===== config.mk =====
export PLATFORM = sky130hd
export DESIGN_NAME = la_tbuf_arb_flat
export DESIGN_NICKNAME = d
export VERILOG_FILES = /design/src/rtl/la_tbuf_arb_if.sv /design/src/rtl/la_tbuf_arb.sv /design/src/flat_wrapper.sv
export SDC_FILE = /design/constraint.sdc
export NUM_CORES = 1
export LEC_CHECK = 0
export ABC_AREA = 1
export CAP_MARGIN = 10
export CORE_UTILIZATION = 58
export DETAILED_ROUTE_END_ITERATION = 7
export GPL_TIMING_DRIVEN = 0
export PLACE_DENSITY = 0.86
export SYNTH_ARGS = -nofsm -noshare
export SYNTH_HDL_FRONTEND = slang
export SYNTH_SLANG_ARGS = --single-unit

===== constraint.sdc =====
create_clock -name clk_i -period 2.75 [get_ports clk_i]
set_input_delay 0.275 -clock clk_i [delete_from_list [all_inputs] [get_ports clk_i]]
set_output_delay 0.275 -clock clk_i [all_outputs]
set_load 0.01 [all_outputs]

===== src/rtl/la_tbuf_arb_if.sv =====
// Requester-side bundle for la_tbuf_arb: level requests in; grant, output enable and status out.
interface la_tbuf_arb_if #(
  parameter int unsigned N = 4
);
  localparam int unsigned OwnerW = (N > 1) ? $clog2(N) : 1;

  logic [N-1:0]      req;
  logic [N-1:0]      gnt;
  logic [N-1:0]      oe;
  logic [OwnerW-1:0] owner;
  logic              busy;
  logic              tout;

  modport master (output req, input gnt, oe, owner, busy, tout);
  modport slave  (input req, output gnt, oe, owner, busy, tout);
endinterface


===== src/rtl/la_tbuf_arb.sv =====
// Round-robin owner arbiter for a shared tristate net, with a dead-time between owners.
// Define LA_TBUF_ARB_TIMEOUT_EN to force release after MAXHOLD cycles of ownership.
module la_tbuf_arb #(
  parameter int unsigned N       = 4,
  parameter int unsigned TURN    = 1,
  parameter int unsigned MAXHOLD = 16,
  parameter              PROP    = "DEFAULT"
) (
  input  logic         clk_i,
  input  logic         rst_i,
  la_tbuf_arb_if.slave bus_io
);
  localparam int unsigned OwnerW = (N > 1) ? $clog2(N) : 1;

  if (N < 2 || N > 32 || TURN > 15 || MAXHOLD < 2 || MAXHOLD > 65535) begin : g_param_err
    $error("la_tbuf_arb (%s): parameter out of range", PROP);
  end

  typedef enum logic [1:0] {StIdle, StGrant, StOwn, StTurn} state_e;

  state_e            state_q, state_d;
  logic [N-1:0]      gnt_q, gnt_d;
  logic [N-1:0]      oe_q, oe_d;
  logic [OwnerW-1:0] owner_q, owner_d;
  logic [OwnerW-1:0] ptr_q, ptr_d;
  logic [3:0]        cnt_q, cnt_d;
  logic [OwnerW-1:0] sel;
  logic              found;
  logic              owner_req;
  logic              rel;
`ifdef LA_TBUF_ARB_TIMEOUT_EN
  logic [15:0]       hold_q, hold_d;
  logic              tout_q, tout_d;
`endif

  assign owner_req = bus_io.req[owner_q];

  // Rotating priority search starting at ptr_q.
  always_comb begin
    int unsigned idx;
    idx   = 0;
    sel   = '0;
    found = 1'b0;
    for (int unsigned i = 0; i < N; i++) begin
      idx = 32'(ptr_q) + i;
      if (idx >= N) idx = idx - N;
      if (!found && bus_io.req[OwnerW'(idx)]) begin
        found = 1'b1;
        sel   = OwnerW'(idx);
      end
    end
  end

  always_comb begin
    state_d = state_q;
    gnt_d   = gnt_q;
    oe_d    = oe_q;
    owner_d = owner_q;
    ptr_d   = ptr_q;
    cnt_d   = cnt_q;
    rel     = 1'b0;
`ifdef LA_TBUF_ARB_TIMEOUT_EN
    hold_d  = hold_q;
    tout_d  = 1'b0;
`endif
    unique case (state_q)
      StIdle: begin
        if (found) begin
          state_d = StGrant;
          gnt_d   = N'(1) << sel;
          owner_d = sel;
          ptr_d   = (32'(sel) + 32'd1 == N) ? '0 : sel + OwnerW'(1);
        end
      end
      StGrant: begin
        if (owner_req) begin
          state_d = StOwn;
          oe_d    = gnt_q;
`ifdef LA_TBUF_ARB_TIMEOUT_EN
          hold_d  = '0;
`endif
        end else begin
          // Bus never driven, so no turnaround is needed.
          state_d = StIdle;
          gnt_d   = '0;
        end
      end
      StOwn: begin
        if (!owner_req) begin
          rel = 1'b1;
`ifdef LA_TBUF_ARB_TIMEOUT_EN
        end else if (hold_q == 16'(MAXHOLD - 1)) begin
          rel    = 1'b1;
          tout_d = 1'b1;
        end else begin
          hold_d = hold_q + 16'd1;
`endif
        end
        if (rel) begin
          gnt_d = '0;
          oe_d  = '0;
          if (TURN > 0) begin
            state_d = StTurn;
            cnt_d   = 4'(TURN - 1);
          end else begin
            state_d = StIdle;
          end
        end
      end
      StTurn: begin
        if (cnt_q == '0) state_d = StIdle;
        else             cnt_d   = cnt_q - 4'd1;
      end
      default: state_d = StIdle;
    endcase
  end

  always_ff @(posedge clk_i) begin
    if (rst_i) begin
      state_q <= StIdle;
      gnt_q   <= '0;
      oe_q    <= '0;
      owner_q <= '0;
      ptr_q   <= '0;
      cnt_q   <= '0;
`ifdef LA_TBUF_ARB_TIMEOUT_EN
      hold_q  <= '0;
      tout_q  <= 1'b0;
`endif
    end else begin
      state_q <= state_d;
      gnt_q   <= gnt_d;
      oe_q    <= oe_d;
      owner_q <= owner_d;
      ptr_q   <= ptr_d;
      cnt_q   <= cnt_d;
`ifdef LA_TBUF_ARB_TIMEOUT_EN
      hold_q  <= hold_d;
      tout_q  <= tout_d;
`endif
    end
  end

  assign bus_io.gnt   = gnt_q;
  assign bus_io.oe    = oe_q;
  assign bus_io.owner = owner_q;
  assign bus_io.busy  = (state_q != StIdle);
`ifdef LA_TBUF_ARB_TIMEOUT_EN
  assign bus_io.tout  = tout_q;
`else
  assign bus_io.tout  = 1'b0;
`endif

endmodule


===== src/flat_wrapper.sv =====
// flat-port wrapper written by rule: the top's interface ports become plain ports
module la_tbuf_arb_flat 
#(
  parameter int unsigned N       = 4,
  parameter int unsigned TURN    = 1,
  parameter int unsigned MAXHOLD = 16,
  parameter              PROP    = "       "
)
  (clk_i, rst_i, bus_io_req, bus_io_gnt, bus_io_oe, bus_io_owner, bus_io_busy, bus_io_tout);
  la_tbuf_arb_if #(.N(N)) bus_io_i ();
  input  logic clk_i;
  input  logic rst_i;
  input wire logic [$bits(bus_io_i.req)-1:0] bus_io_req;
  output wire logic [$bits(bus_io_i.gnt)-1:0] bus_io_gnt;
  output wire logic [$bits(bus_io_i.oe)-1:0] bus_io_oe;
  output wire logic [$bits(bus_io_i.owner)-1:0] bus_io_owner;
  output wire logic [$bits(bus_io_i.busy)-1:0] bus_io_busy;
  output wire logic [$bits(bus_io_i.tout)-1:0] bus_io_tout;
  assign bus_io_i.req = bus_io_req;
  assign bus_io_gnt = bus_io_i.gnt;
  assign bus_io_oe = bus_io_i.oe;
  assign bus_io_owner = bus_io_i.owner;
  assign bus_io_busy = bus_io_i.busy;
  assign bus_io_tout = bus_io_i.tout;
  la_tbuf_arb #(.N(N), .TURN(TURN), .MAXHOLD(MAXHOLD), .PROP(PROP)) u_core (.clk_i(clk_i), .rst_i(rst_i), .bus_io(bus_io_i));
endmodule

==> results.py, run 1 <==
metrics = {
    "sta": {
        "rsz0062_at_grt": "false",
        "period_share_pct": 78.16,
        "hold_violations": 0,
        "period_needed_ps": 2149,
        "fmaxAchievable_mhz": 465.2,
        "finalMaxSlewViolations": 0,
        "finalSetupTns_ps": 0,
        "finalClockSkew_ps": 0.9196,
        "setup_viol": 0,
    },
    "clock_tree": {
        "cts-root-buf": "clkbuf_4",
        "path_clk_slew_ps": 100,
        "cts_buffers": 3,
        "cts_max_level": 1,
        "cts_setup_buffers": 0,
        "clock-sinks": 18,
        "cts_tree": "done",
        "clk_latency_ps": 290,
        "cts-resized-gates": 0,
        "cts.hold.buffers_added": 0,
        "cts.path.max_buffers": 2,
    },
    "power": {
        "sw_frac_of_total_pct": 51.33,
        "vdd_ir_drop_max_mv": 0.8334,
        "p_clk_share_pct": 9.0,
        "power.internal_uw": 900.2,
        "p_seq_share_pct": 21.8,
        "p_leak_uw": 0.0008161,
        "combPwrFrac_pct": 69.2,
        "power.switching_uw": 949.2,
        "power.density_nw_per_um2": 1165,
        "total_power_uw": 1849,
    },
    "global_route": {
        "grtUsageMet2_pct": 45.11,
        "antenna_found_initial": 0,
        "grt_util_met3_pct": 3.939,
        "grt_first_pass_wirelength_um": 5119,
        "grt_pass1_vias": 1255,
        "grt_start_max_net_pins": 11,
        "grt_overflow_total": 0,
        "use_met1_pct": 31.55,
        "grt_most_used_layer": "met2",
        "grt_usage_pct": 26.08,
    },
    "synth": {
        "avgSynthCellArea_um2": 6.552,
        "synth_top_area_cell": "dfxtp_1",
        "synth_top_area_share_pct": 26.57,
        "ys_seq_elements": 18,
        "synth_seq_area_share_pct": 26.57,
        "yosysWarnings": 0,
        "syn_area_um2": 1356,
        "yosys.cell_types.count": 29,
        "syn_inst": 207,
        "mappedNetlistNets": 223,
        "synth_area_leaders": "dfxtp_1 27%, nand2_1 19%, ha_1 9.2%, inv_1 8.9%, a21oi_1 3.7%",
    },
    "min_path": {
        "worst_hold_path.num_cells": 2,
        "min_to": "u_core.bus_io.oe[0]$_SDFFE_PP0P_",
        "min_from": "u_core.bus_io.oe[0]$_SDFFE_PP0P_",
        "hold_path.class": "flop to flop",
    },
    "floorplan": {
        "start_util_pct": 61.31,
        "die_area_um2": 2536,
        "die_h_um": 50.36,
        "num_rows": 17,
        "boundaryPins": 18,
        "core-area_um2": 2212,
        "die_w_um": 50.36,
    },
    "worst_setup_path": {
        "crit_family": "buffers and inverters",
        "worstPathRequired_ps": 2950,
        "r2r-end": "u_core.ptr_q[1]$_SDFFE_PP0P_",
        "critical_path_class": "input port to flop",
        "worst_r2r_path_depth": 14,
        "reg2reg_from": "u_core.ptr_q[0]$_SDFFE_PP0P_",
        "crit_buf_inv": 4,
        "cpMostUsedCell": "nand2_1",
        "cp_slowest_cell": "clkdlybuf4s50_1",
        "end_kind": "flop",
        "worstPathCellList": "clkdlybuf4s50_1 -> inv_1 -> nand2_2 -> nand2_1 -> o21ai_0 -> nand2_1 -> nand2_1 -> nand2_1 -> nand2_1 -> inv_1 -> nand2_1 -> inv_1 -> ha_1 -> o21ai_0 -> a21oi_1",
        "reg2reg_slack_ps": 660,
        "crit_fanout": 3,
        "startpoint_type": "input port",
        "max_stage_delay_ps": 490,
        "critPathArrivalTime_ps": 2350,
    },
    "layout": {
        "nFillCells": 194,
        "drive_gt1_share_pct": 11.89,
        "antenna_cells": 0,
        "final_common_cell": "nand2_1",
        "area_growth_syn_to_layout_pct": 17.07,
        "nNetsFinal": 244,
        "most-common-layout-cells": "69 x nand2_1, 32 x inv_1, 18 x dfxtp_1",
    },
    "routing": {
        "routed_via_density": 5.149,
        "dr_total_vias": 1313,
        "drt_iter0_drc": 50,
        "dr.pass1.iters": 4,
        "ant_nets": 0,
        "wl_per_cell_um": 11.43,
        "drc_errors": 0,
        "wirelength_um": 2915,
    },
    "placed_design": {
        "hpwl_um": 2297,
        "globalplace.congestion": 0.9551,
        "port_buffers": 16,
    },
    "job": {
        "cap_violations": 0,
    },
    "outcome": {
        "status": "complete, no violations",
    },
}
cells by family (layout without fill, tap and decap cells):
family,Yosys count,in the layout,share of synthesized area [%]
AOI/OAI and AO/OA,21,21,8.211
adders and majority gates,10,10,9.225
buffers and inverters,39,59,12.55
DFF,18,18,26.57
other,1,1,0.2765
and+or+nand+nor,118,118,43.17
layer usage:
layer,vias up,part of all wire [%]
li1,687,-
met1,595,46
met2,25,50
met3,6,2.6
met4,0,1.5
met5,-,0
power groups by stage:
stage	Sequential [uW]	Clock, uW	Combinational, uW
4_1_cts	403	165	1280
3_3_place_gp	405	0	1190
2_1_floorplan	411	0	962
5_1_grt	412	181	1450
3_5_place_dp	409	0	1260
6_report	404	166	1280
per-stage QoR:
stage	cell area (um^2)	util, %	hold slack (ps)	std cells	setup slack (ps)
after floorplan	1356	-	344.1	207	978.3
after global placement	1551	70.14	447.0	251	428.3
after detailed placement	1551	70.14	456.7	251	321.0
after CTS	1588	71.78	472.2	255	629.9
after global routing	1588	71.78	507.1	255	392.2
final	1588	71.78	475.8	255	600.6
worst max path at each step:
stage | from | end | slack (ps) | depth (start not counted)
after floorplan | u_core.ptr_q[0]$_SDFFE_PP0P_ | u_core.ptr_q[1]$_SDFFE_PP0P_ | 980 | 14
final | bus_io_req[1] | u_core.ptr_q[1]$_SDFFE_PP0P_ | 600 | 15
after detailed placement | bus_io_req[1] | u_core.ptr_q[1]$_SDFFE_PP0P_ | 320 | 15
after global routing | bus_io_req[0] | u_core.ptr_q[1]$_SDFFE_PP0P_ | 390 | 15
after CTS | bus_io_req[1] | u_core.ptr_q[1]$_SDFFE_PP0P_ | 630 | 15
after global placement | bus_io_req[0] | u_core.ptr_q[1]$_SDFFE_PP0P_ | 430 | 15
cells in the mapped netlist, drive strengths merged:
library cell / n
buf: 2
ha: 10
o21ai: 10
dfxtp: 18
clkbuf: 1
nand3b: 1
nor2: 12
a211oi: 1
nor3b: 2
clkinv: 1
nand2: 79
a21oi: 10
inv: 35
nand3: 13
nor3: 2
conb: 1
nand4: 8
and2: 1
flip-flops by register name, summed over array words and instances, names as in the netlist, named ones only:
register and cells:
u_core.bus_io.gnt 4, u_core.bus_io.oe 4, u_core.bus_io.owner 2, u_core.cnt_q 4, u_core.ptr_q 2, u_core.state_q 1
final cells by class:
cell class	count	area [um^2]	area share, %
sequential	18	360.3	22.70
buffer	3	32.53	2.049
inverter	36	137.6	8.668
multi-input combinational	150	825.8	52.01
tap	28	35.03	2.206
timing repair buffer	16	160.2	10.09
clock buffer	4	36.28	2.285
tightest hold or removal path, stage by stage, from the launching register on:
cell     delay (ps)
dfxtp_1         320
nand2_1          60
a21oi_1          50
Note: power is estimated with default switching activity, not from simulation.
==> run 2: changes to the inputs <==
- CORE_UTILIZATION: 58 -> 54
- PLACE_DENSITY: 0.86 -> 0.81
- clock period: 2.75 -> 2.2 ns (I/O delays scaled with it)
==> results.py, run 2 (same netlist as run 1, synthesis figures left out) <==
metrics = {
    "global_route": {
        "grt_pass1_vias": 1168,
        "grt_usage_pct": 23.60,
        "grt_start_max_net_pins": 11,
        "grt_overflow_total": 0,
        "antenna_found_initial": 0,
        "grt_first_pass_wirelength_um": 4926,
    },
    "sta": {
        "period_share_pct": 91.70,
        "rsz0062_at_grt": "false",
        "setup_viol": 0,
        "fmaxAchievable_mhz": 495.7,
        "period_needed_ps": 2017,
        "setup_ws_ps": 182.7,
        "finalClockSkew_ps": 5.780,
        "finalMaxSlewViolations": 0,
        "hold_violations": 0,
    },
    "min_path": {
        "worst_hold_path.num_cells": 2,
        "min_from": "u_core.bus_io.oe[0]$_SDFFE_PP0P_",
        "hold_path.class": "flop to flop",
        "min_to": "u_core.bus_io.oe[0]$_SDFFE_PP0P_",
    },
    "floorplan": {
        "die_h_um": 52.12,
        "start_util_pct": 59.04,
        "num_rows": 17,
        "boundaryPins": 18,
        "die_area_um2": 2716,
        "core-area_um2": 2297,
        "die_w_um": 52.12,
    },
    "layout": {
        "final_common_cell": "nand2_1",
        "seq_area_um2": 360.3,
        "nNetsFinal": 244,
        "nFillCells": 210,
        "multiInputGateArea_um2": 825.8,
        "area_growth_syn_to_layout_pct": 17.07,
        "final_area_um2": 1588,
        "most-common-layout-cells": "69 x nand2_1, 32 x inv_1, 18 x dfxtp_1",
        "drive_gt1_share_pct": 11.89,
        "antenna_cells": 0,
        "fin_util_pct": 69.12,
        "final_cell_count_no_fill": 255,
    },
    "worst_setup_path": {
        "crit_family": "buffers and inverters",
        "reg2reg_from": "u_core.ptr_q[0]$_SDFFE_PP0P_",
        "r2r-end": "u_core.ptr_q[1]$_SDFFE_PP0P_",
        "cpMostUsedCell": "inv_1",
        "worstPathRequired_ps": 1980,
        "critical_path_class": "flop to primary output",
        "crit_buf_inv": 3,
        "crit_fanout": 6,
        "critPathArrivalTime_ps": 1800,
        "startpoint_type": "flop",
        "worst_r2r_path_depth": 11,
        "reg2reg_slack_ps": 240,
        "worstPathCellList": "inv_1 -> ha_1 -> inv_1 -> clkdlybuf4s50_1",
        "cp_slowest_cell": "clkdlybuf4s50_1",
        "end_kind": "primary output",
        "max_stage_delay_ps": 530,
    },
    "power": {
        "p_clk_share_pct": 8.9,
        "combPwrFrac_pct": 68.8,
        "sw_frac_of_total_pct": 50.61,
        "power.internal_uw": 1124,
        "power.density_nw_per_um2": 1434,
        "p_leak_uw": 0.0008161,
        "power.switching_uw": 1152,
        "total_power_uw": 2277,
        "p_seq_share_pct": 22.3,
        "vdd_ir_drop_max_mv": 1.009,
    },
    "clock_tree": {
        "clk_latency_ps": 290,
        "cts_setup_buffers": 0,
        "cts-root-buf": "clkbuf_4",
        "cts.hold.buffers_added": 0,
        "clock-sinks": 18,
        "cts_tree": "done",
        "path_clk_slew_ps": 100,
        "cts_max_level": 1,
        "cts.path.max_buffers": 2,
        "cts_buffers": 3,
    },
    "routing": {
        "routed_via_density": 5.075,
        "wirelength_um": 2773,
        "wl_per_cell_um": 10.87,
        "drt_iter0_drc": 36,
        "drc_errors": 0,
        "dr_total_vias": 1294,
        "dr.pass1.iters": 4,
        "ant_nets": 0,
    },
    "placed_design": {
        "pre_cts_ws_ps": -119.0,
        "port_buffers": 16,
        "globalplace.congestion": 0.8267,
        "placed_cell_area_um2": 1551,
        "dp_cells": 251,
        "hpwl_um": 2200,
    },
    "job": {
        "cap_violations": 0,
    },
    "outcome": {
        "status": "complete, no violations",
    },
}
-- run 2: cell counts in the layout (fill, tap and decap cells not counted) --
Identical to the previous run, type by type.
-- run 2: repair_timing --
item	in CTS	in global routing
resized for setup	0	1
endpoints found under the setup margin	0	1
endpoints found under the hold margin	0	0
-- run 2: how the worst max path moves through the flow --
stage	end	start	slack, ps	cells after the start
floorplan	u_core.ptr_q[1]$_SDFFE_PP0P_	u_core.ptr_q[0]$_SDFFE_PP0P_	430	14
global placement	u_core.ptr_q[1]$_SDFFE_PP0P_	bus_io_req[0]	-60	15
detailed placement	u_core.ptr_q[1]$_SDFFE_PP0P_	bus_io_req[0]	-120	15
CTS	u_core.ptr_q[1]$_SDFFE_PP0P_	u_core.ptr_q[0]$_SDFFE_PP0P_	170	14
global route	u_core.ptr_q[1]$_SDFFE_PP0P_	bus_io_req[2]	30	15
finish	bus_io_busy	u_core.state_q[0]$_SDFFE_PP0P_	180	4
-- run 2: worst reg2reg max path, delay by kind of cell (launching register included) --
kind / cells / cell delay, ps
AOI/OAI and AO/OA: 3 / 490
and+or+nand+nor: 5 / 520
adders and majority gates: 1 / 280
buffers and inverters: 2 / 170
DFF: 1 / 390
-- run 2: power groups by stage --
stage,combinational [uW],clock [uW],sequential (uW)
3_5_place_dp,1560,0,512
2_1_floorplan,1200,0,513
6_report,1570,203,508
4_1_cts,1570,207,506
5_1_grt,1800,219,519
3_3_place_gp,1490,0,507
-- run 2: per-layer routing --
layer,vias up,share of wire (%),track usage (%)
li1,685,-,-
met1,591,48,30.88
met2,16,48,41.03
met3,2,3.4,1.754
met4,0,0.61,6.306
met5,-,0,0
-- run 2: metrics by stage --
step / hold WS (ps) / setup TNS, ps
finish: 465.6 / 0
global route: 486.5 / 0
floorplan: 289.1 / 0
detailed placement: 452.4 / -260.2
global placement: 448.0 / -59.17
CTS: 466.8 / 0
-- run 2: final cells by class --
class | instances | area share, %
clock buffer | 4 | 2.285
multi-input combinational | 150 | 52.01
inverter | 36 | 8.668
buffer | 3 | 2.049
sequential | 18 | 22.70
timing repair buffer | 16 | 10.09
tap | 28 | 2.206
